<file path="config.mk">
export PLATFORM = sky130hd
export DESIGN_NAME = fir_decimator
export DESIGN_NICKNAME = d
export VERILOG_FILES = /design/src/rtl/fir_pkg.sv /design/src/rtl/sync_fifo.sv /design/src/rtl/fir_decimator.sv
export SDC_FILE = /design/constraint.sdc
export NUM_CORES = 1
export LEC_CHECK = 0
export CORE_UTILIZATION = 58
export DETAILED_ROUTE_END_ITERATION = 7
export GPL_ROUTABILITY_DRIVEN = 0
export HOLD_SLACK_MARGIN = 0.03
export PLACE_DENSITY = 0.76
export SYNTH_ARGS = -nofsm -noshare
export SYNTH_HDL_FRONTEND = slang
export SYNTH_SLANG_ARGS = --single-unit
</file>
<file path="constraint.sdc">
create_clock -name clock -period 2.65 [get_ports clock]
set_input_delay 0.53 -clock clock [delete_from_list [all_inputs] [get_ports clock]]
set_output_delay 0.53 -clock clock [all_outputs]
set_load 0.05 [all_outputs]
</file>
<file path="src/rtl/fir_pkg.sv">
// rtl/fir_pkg.sv - shared sample type and accumulator sizing for the FIR chain
package fir_pkg;

   localparam int SAMPLE_WIDTH = 16;

   typedef logic signed [SAMPLE_WIDTH-1:0] sample_t;

   // Summing 2**log2 samples grows the magnitude by log2 bits.
   function automatic int acc_width(input int log2);
      return SAMPLE_WIDTH + log2;
   endfunction

endpackage

</file>
<file path="src/rtl/sync_fifo.sv">
// rtl/sync_fifo.sv - synchronous FIFO with registered head, power-of-two depth
module sync_fifo #(
   parameter int WIDTH = 16,
   parameter int DEPTH = 4
) (
   input  logic                     clock,
   input  logic                     reset,
   input  logic                     push_i,
   input  logic [WIDTH-1:0]         din_i,
   input  logic                     pop_i,
   output logic [WIDTH-1:0]         dout_o,
   output logic                     full_o,
   output logic                     empty_o,
   output logic [$clog2(DEPTH):0]   count_o
);

   localparam int PW = $clog2(DEPTH);
   localparam int CW = PW + 1;

   logic [WIDTH-1:0] mem_q [DEPTH];
   logic [PW-1:0]    wr_ptr_q, wr_ptr_d, rd_ptr_q, rd_ptr_d;
   logic [CW-1:0]    count_q, count_d;
   logic [WIDTH-1:0] head_q, head_d;
   logic             do_push, do_pop;

   always_comb begin
      do_pop   = pop_i && (count_q != '0);
      do_push  = push_i && ((count_q != CW'(DEPTH)) || do_pop);
      wr_ptr_d = do_push ? wr_ptr_q + PW'(1) : wr_ptr_q;
      rd_ptr_d = do_pop  ? rd_ptr_q + PW'(1) : rd_ptr_q;
      count_d  = count_q;
      if (do_push && !do_pop) count_d = count_q + CW'(1);
      if (!do_push && do_pop) count_d = count_q - CW'(1);
      // The head register must already hold the next entry when a pop
      // exposes it, so it is reloaded from storage or bypassed from din_i.
      head_d = head_q;
      if (do_pop) begin
         if (count_q > CW'(1)) head_d = mem_q[rd_ptr_q + PW'(1)];
         else if (do_push)     head_d = din_i;
      end else if (count_q == '0 && do_push) begin
         head_d = din_i;
      end
   end

   always_ff @(posedge clock) begin
      if (reset) begin
         wr_ptr_q <= '0;
         rd_ptr_q <= '0;
         count_q  <= '0;
         head_q   <= '0;
      end else begin
         wr_ptr_q <= wr_ptr_d;
         rd_ptr_q <= rd_ptr_d;
         count_q  <= count_d;
         head_q   <= head_d;
      end
   end

   always_ff @(posedge clock) begin
      if (do_push) mem_q[wr_ptr_q] <= din_i;
   end

   assign dout_o  = head_q;
   assign full_o  = (count_q == CW'(DEPTH));
   assign empty_o = (count_q == '0);
   assign count_o = count_q;

endmodule

</file>
<file path="src/rtl/fir_decimator.sv">
// rtl/fir_decimator.sv - accumulate-and-dump decimator with result FIFO; FIR_DECIMATOR_ROUND_EN selects round-half-up
module fir_decimator
   import fir_pkg::*;
#(
   parameter int WIDTH      = 16,
   parameter int LOG2_DECIM = 2,
   parameter int FIFO_DEPTH = 4
) (
   input  logic                          clock,
   input  logic                          reset,
   input  logic                          inValid,
   input  logic signed [WIDTH-1:0]       inSample,
   output logic                          outValid,
   input  logic                          outReady,
   output logic signed [WIDTH-1:0]       outSample,
   output logic                          overflow,
   output logic [$clog2(FIFO_DEPTH):0]   fifoCount
);

   localparam int DECIM = 2 ** LOG2_DECIM;
   localparam int ACC_W = acc_width(LOG2_DECIM) + WIDTH - SAMPLE_WIDTH;
   localparam int PH_W  = (LOG2_DECIM > 0) ? LOG2_DECIM : 1;

`ifdef FIR_DECIMATOR_ROUND_EN
   localparam logic signed [ACC_W-1:0] RND = ACC_W'(DECIM / 2);
`else
   localparam logic signed [ACC_W-1:0] RND = '0;
`endif

   logic signed [ACC_W-1:0] acc_q, acc_d, sum;
   logic [PH_W-1:0]         phase_q, phase_d;
   logic                    overflow_q, overflow_d;
   logic                    block_done, fifo_full, fifo_empty;
   logic [WIDTH-1:0]        result, head;

   always_comb begin
      sum        = acc_q + ACC_W'(inSample);
      result     = WIDTH'((sum + RND) >>> LOG2_DECIM);
      block_done = inValid && (phase_q == PH_W'(DECIM - 1));
      acc_d      = acc_q;
      phase_d    = phase_q;
      if (block_done) begin
         acc_d   = '0;
         phase_d = '0;
      end else if (inValid) begin
         acc_d   = sum;
         phase_d = phase_q + PH_W'(1);
      end
      // A full FIFO only loses the result when nothing leaves this cycle.
      overflow_d = overflow_q | (block_done & fifo_full & ~outReady);
   end

   always_ff @(posedge clock) begin
      if (reset) begin
         acc_q      <= '0;
         phase_q    <= '0;
         overflow_q <= 1'b0;
      end else begin
         acc_q      <= acc_d;
         phase_q    <= phase_d;
         overflow_q <= overflow_d;
      end
   end

   sync_fifo #(
      .WIDTH (WIDTH),
      .DEPTH (FIFO_DEPTH)
   ) u_fifo (
      .clock   (clock),
      .reset   (reset),
      .push_i  (block_done),
      .din_i   (result),
      .pop_i   (outReady),
      .dout_o  (head),
      .full_o  (fifo_full),
      .empty_o (fifo_empty),
      .count_o (fifoCount)
   );

   assign outValid  = !fifo_empty;
   assign outSample = head;
   assign overflow  = overflow_q;

endmodule

</file>
; ---- After elaboration in Yosys (flattened, before gate mapping)
; Memory sizes are Yosys's and may differ from the RTL's.
; Cells that the tools add are included.
[word_totals]
regBits = 44
mem_bits_rw = 64
word_cells = 47
memories = 1
[op_classes]
n_addsub = 6
n_lt_le_gt_ge = 1
eq_ne = 4
muxes = 8
bitwise = 4
n_reduce_logical = 16
[memory_table]
columns = name, words, width, read_ports, rd_clocked_by_memory_dff, wr, line
row1 = u_fifo.mem_q, 4, 16, 1, 0, 1, sync_fifo.sv:20  ; logic [WIDTH-1:0] mem_q [DEPTH];
[op_table]
columns = operator, n
row1 = $mux W16, 4
row2 = $add A18 B16 Y18, 1
row3 = $add A2 B1 Y2 const B, 3
row4 = $logic_and A1 B1 Y1, 6
row5 = $mux W3, 2
row6 = $reduce_bool A2 Y1, 2
row7 = $add A3 B1 Y3 const B, 1
row8 = $eq A3 B3 Y1 const B, 1
row9 = $gt A3 B1 Y1 const B, 1
row10 = $logic_not A1 Y1, 3
row11 = $logic_not A3 Y1, 1
row12 = $ne A3 B2 Y1 const B, 1
row13 = $ne A3 B3 Y1 const B, 1
row14 = $reduce_bool A3 Y1, 1
row15 = $sub A3 B1 Y3 const B, 1
row16 = $and A1 B1 Y1, 2
row17 = $eq A2 B2 Y1 const B, 1
row18 = $mux W1, 2
row19 = $reduce_and A2 Y1, 1
row20 = $reduce_or A2 Y1, 1
row21 = $logic_or A1 B1 Y1, 1
row22 = $not A1 Y1, 1
row23 = $or A1 B1 Y1, 1

; ---- Depth between registers and ports, before layout
[logic_depth]
ltp_word = 7
mapped_depth = 10
depth_no_buf = 10

; ---- By module
; A second synthesis with hierarchy kept.
[hier_totals]
cells_unflattened = 436
area_unflattened_um2 = 5342.6
[by_module_without_submodules]
columns = mod, n_inst, cells_per_inst, area_each_um2, seq_area_each_um2
row1 = sync_fifo, 1, 239, 3672.3, 2382.3
row2 = fir_decimator, 1, 197, 1670.4, 420.4

; ---- Least setup slack after synthesis
; Ideal clock, no wire load.
[synth_path]
path_kind = input to register
startpoint = input inSample[0]
endpoint = memory u_fifo.mem_q[0][12] (data pin)
t_arrival_ns = 2.216
required_time_ns = 2.381
path_slack_ns = 0.165
path_stages = 10
path_cell_list = ha_1 -> inv_1 -> fa_1 -> nand2b_1 -> a21oi_1 -> o31ai_1 -> o211ai_1 -> a211oi_1 -> nor3_1 -> inv_1
[synth_via]
elab_chain_cells = 1
[synth_rtl]
columns = element, line
row1 = from (decl), fir_decimator.sv:12  ; input logic signed [WIDTH-1:0] inSample,
row2 = $add A18 B16 Y18, fir_decimator.sv:37  ; sum = acc_q + ACC_W'(inSample);
row3 = via result[12], fir_decimator.sv:34  ; logic [WIDTH-1:0] result, head;
row4 = to (decl), sync_fifo.sv:20
; The timed path passes the listed nets, and every way through them passes these cells.

; ---- Worst setup path in the final report
[layout_path]
startpoint = input inSample[10]
endpoint = memory u_fifo.mem_q[0][15] (data pin)
; Same word-level chain as after synthesis.

==> out/results.txt <==
IR drop worst, VDD - 0.000473 V
GRT overflow - 0
N_diodes - 0
Switching Share - 36.5%
Worst Reg-to-Reg Cells - 7
Final count of hold timing violations - 0
Slew HR - 55.5%
Initial core utilization - 61.0%
GR Layer Usage met1 - 33.8%
Sequential share of the synthesized area - 54.8%
Ys flop type - edfxtp_1
Unrepaired setup endpoints after global routing - false
Clock network power share - 18.0%
Post-DP HPWL - 8200 um
Minimum clock period - 2.56 ns
Worst setup startpoint - inSample[10]
Vias in the first global route - 3730
Rows - 33
Overall Power - 5.25 mW
Yosys cell types - 49
Finish-stage setup viols - 0
Critical Path Sink - u_fifo.mem_q[0][15]
Status - finished clean
Drt pass-1 iters - 5
Met3 track demand over resource - 8.29%
NetSw - 1.92 mW
Area of the mapped netlist - 5110 um^2
Post-route DRC - 0
Via Count - 3754
Setup crit start kind - input pin
Layout Cells excl Fill - 639
Post-Route WL - 11800 um
Place WS - -0.560 ns
Ys Warns - 0
Synth area leaders - edfxtp_1 38%, dfxtp_1 17%, mux4_2 7.1%
Synth top cells by count - 64 x edfxtp_1, 44 x dfxtp_1, 42 x nor2_1, 38 x nand2_1, 26 x ha_1
Post-synth EDFFs - 64
CTS Buf Count - 9
CTS max path bufs - 2
Internal - 3.34 mW
Worst r2r dst - u_fifo.mem_q[0][15]
Mapped Avg Cell Area - 12.0 um^2
WS Path Type - in2reg
Port Buf Inserts - 40
CTS Root Cell - clkbuf_8
Clock sink count - 108
Comb pwr share - 40.3%
Post-Route Setup TNS - 0 ns
Post-synth top area share - 37.6%
CP arrival - 2.68 ns
Core ar. - 8380 um^2
Worst min-delay path class - reg2reg
FF-to-FF setup slack - 0.31 ns
CTS tree - yes
Clock Skew - 0.0101 ns
CP required - 2.77 ns
Global-route wire length before repair - 18400 um
Syn_nets - 472
Worst skew pair latency - 0.38 ns
Share of cells above drive strength 1 - 23.8%
Routing usage on met2 - 47.6%
Final #Nets - 576
Initial antenna violation count - 0
GRT Max-Usage Layer - met2
Worst-path clk slew - 0.10 ns
Top achievable clock speed - 0.390 GHz
Die area - 9190 um^2
Post-synth ARST share - 0%
Worst r2r src - acc_q[10]
Max_cap viols - 0
Power per cell area - 816 nW/um^2
Filler cells - 537
Gate Count Post-Synth - 425
Final Max Slew Viols - 0
Area grow syn2layout - 25.9%
Avg WL per Cell - 18.4 um
Iter 0 DRT Violations - 233
Hold Crit Start - u_fifo.dout_o[3]
Die width - 95.9 um
Boundary Pins - 41
Flop pwr share - 41.6%
Hold buffers post-CTS - 0
Die Ht - 95.9 um
Period utilisation layout - 96.6%
Setup ws final - 0.0888 ns
Largest net degree at the start of global routing - 34
Worst Hold Path Cells - 2
Vias/cell - 5.87
H-tree levels - 3
Leading area contributor after synthesis - edfxtp_1
Lkg Pwr - 2.46 nW
Cells after DPL - 620
Critical Path End Type - flip-flop
Yosys reg bits - 108
Layout Utilization - 76.8%
Tot GR Track Use - 27.8%
Slew at the pin closest to its max-slew limit - 0.666 ns
Final ANT Viol Nets - 0
Critical path fanouts, max - 5
Count leader, synth - edfxtp_1
## kinds of logic (layout without fill, tap and decap cells)
family          count (synthesis)  after routing  synth area share [%]
compound gates                 78             78                  10.6
xor+xnor                       21             21                  3.60
fa+ha+maj                      27             27                  6.76
buf+inv                        34            143                  2.57
flops                         108            108                  54.8
mux                            34             34                  10.6
simple gates                  123            123                  11.1
## critical path, cell delays in order
cell	delay [ns]
clkdlybuf4s50_1	0.41
ha_1	0.31
a211oi_2	0.19
nor2_1	0.10
o41a_1	0.35
a211oi_2	0.28
o21bai_1	0.11
xnor2_1	0.40
## layout make-up
cell class / instances / area [um^2] / area share [%]
inverter: 16 / 60.1 / 0.933
timing repair buffer: 111 / 958 / 14.9
clock buffer: 9 / 124 / 1.92
multi-input combinational: 283 / 2300 / 35.7
tap: 105 / 131 / 2.04
sequential: 108 / 2800 / 43.5
clock inverter: 7 / 63.8 / 0.991
## through the flow
step / hold WS [ns] / area [um^2]
after floorplan: 0.460 / 5110
after global placement: 0.454 / 6110
after detailed placement: 0.469 / 6110
after CTS: 0.483 / 6320
after global routing: 0.503 / 6440
final: 0.484 / 6440
## registers in the layout, summed over array words and instances, names as in the netlist
register,flops
acc_q,18
overflow,1
u_fifo.count_o,3
u_fifo.dout_o,16
u_fifo.wr_ptr_q,2
phase_q,2
u_fifo.mem_q,64
u_fifo.rd_ptr_q,2
## timing repair
item	in CTS	in global routing
pin swaps	3	17
resized for setup	4	20
endpoints found under the setup margin	17	22
buffers inserted	0	3
## power by group through the flow
stage	registers [mW]	clock network [mW]	logic [mW]
after floorplan	2.44	0	0.986
after global placement	2.21	0	1.94
after detailed placement	2.22	0	2.01
after CTS	2.18	0.966	2.03
after global routing	2.21	1.03	2.29
final	2.19	0.947	2.12
## worst min path at each step
stage | endpoint | slack [ns]
2_1_floorplan | acc_q[14] | 0.46
3_3_place_gp | overflow | 0.45
3_5_place_dp | u_fifo.dout_o[5] | 0.47
4_1_cts | u_fifo.dout_o[5] | 0.48
5_1_grt | u_fifo.dout_o[3] | 0.50
6_report | u_fifo.dout_o[3] | 0.48
## layout by cell type, fill, tap and decap left out, drive strengths merged, types with 13 or more instances in the layout
master / instances
buf: 72
edfxtp: 64
dfxtp: 44
nor2: 42
nand2: 38
clkdlybuf4s50: 38
ha: 26
mux2i: 18
inv: 17
mux4: 16
o21ai: 16
xnor2: 14
a21oi: 13
## per-layer routing
layer,wire length [um],share of wire [%],vias up
li1,-,-,1797
met1,4740,40,1816
met2,6020,51,121
met3,771,6.6,20
met4,228,1.9,0
met5,0,0,-
Power figures use the tool's default switching activity.
==> edit (same settings) <==
`WIDTH` is set to 16 in 2 places; all go to 24.
--- a/src/rtl/sync_fifo.sv
+++ b/src/rtl/sync_fifo.sv
@@ -2,3 +2,3 @@
 module sync_fifo #(
-   parameter int WIDTH = 16,
+   parameter int WIDTH = 24,
    parameter int DEPTH = 4
--- a/src/rtl/fir_decimator.sv
+++ b/src/rtl/fir_decimator.sv
@@ -4,3 +4,3 @@
 #(
-   parameter int WIDTH      = 16,
+   parameter int WIDTH      = 24,
    parameter int LOG2_DECIM = 2,
Ports: changed (resized inSample and outSample); port bits go from 41 to 57. No check against the original RTL was run, so the function may have changed too.
==> edit against the original RTL <==
Sequential cell count is 48 higher. Total power is 63% higher. Clock skew is 0.00072 ns higher. Worst setup slack worse by 0.0053 ns. Register-to-register slack worse by 0.16 ns. Cell count is 53% higher. Non-clock buffer count is 64 higher. Critical path depth is 3 higher. Die area is 45% higher. Area after synthesis is 47% higher. Routed wire length is 71% higher. Cell area is 55% higher. Highest routed layer unchanged.
==> edit: results (changes against the original RTL) <==
Timing
  – Minimum setup slack in the final design: 0.0835 ns (-0.00532 ns)

Status
  – Status: completed

Setup path
  – Reg-to-reg startpoint: acc_q[0]$_SDFFE_PP0P_
  – FF-to-FF path depth: 14 (+7)
  – CP startpoint: inSample[6]
  – End point of the critical path: u_fifo.mem_q[0][12]$_DFFE_PP_

Place
  – Cell area after placement: 0.00899 sq mm (+47%)
  – Pre-CTS setup slack: -0.678 ns (-0.118 ns)
  – Number of placed instances, taps included: 937 (+51%)

Synth
  – Synth Area in Adders: 5.95% (-0.81 points)
  – Mapped Nets: 693 (+47%)
  – Most numerous cell types in the synthesized netlist: sky130_fd_sc_hd__edfxtp_1, sky130_fd_sc_hd__dfxtp_1, sky130_fd_sc_hd__nand2_1
  – Share of synthesized area spent on multiplexers: 9.35% (-1.2 points)
  – Most area-consuming cells after synthesis: sky130_fd_sc_hd__edfxtp_1, sky130_fd_sc_hd__dfxtp_1, sky130_fd_sc_hd__mux4_2

Clock network
  – Clock buffer count from CTS: 17 (+8)
  – Clock tree root driver cell: sky130_fd_sc_hd__clkbuf_16

Drt
  – DRC violation total after the first TritonRoute iteration: 502 (+120%)

Power
  – Worst IR Drop VDD: 513 uV (+8.4%)
  – Combinational cell fraction of total power: 35.0% (-5.3 points)
  – Switch share: 32.9% (-3.6 points)

GRT
  – Largest net degree at the start of global routing: 26 (-24%)
  – Via count of the first global-routing pass: 5803 (+56%)
  – First-pass GRT wire length: 29900 um (+62%)

Min path
  – Origin of the worst min-delay path: acc_q[24]$_SDFFE_PP0P_
  – Hold Path Sink: acc_q[24]$_SDFFE_PP0P_

Cells and area
  – Share of cells above drive strength 1: 28.3% (+4.6 points)
  – Number of clock buffers in the layout: 18 (+9)
  – Flip-flop count of the largest register after layout: 96 (+50%)
  – Filler cell count: 745 (+39%)
[edit: cell types whose count changed after synthesis, moves of 8 or more]
| cell | delta |
|---|---|
| sky130_fd_sc_hd__nand2_1 | +19 |
| sky130_fd_sc_hd__dfxtp_1 | +16 |
| sky130_fd_sc_hd__nor2_1 | +14 |
| sky130_fd_sc_hd__o21ai_0 | +14 |
| sky130_fd_sc_hd__mux4_2 | +8 |
| sky130_fd_sc_hd__ha_1 | +8 |
| sky130_fd_sc_hd__o21a_1 | +12 |
| sky130_fd_sc_hd__o211ai_1 | +9 |
| sky130_fd_sc_hd__a21oi_1 | +31 |
| sky130_fd_sc_hd__edfxtp_1 | +32 |
[edit: per-layer routing]
metal  GRT usage [%]  share of wire, %  routed length, um  vias up
met5               0                 0                  0        -
met4            13.4               3.7                742        0
met3            6.59               7.5               1510       75
met2            49.3                49               9800      334
met1            39.4                40               8020     2898
li1                -                 -                  -     2700
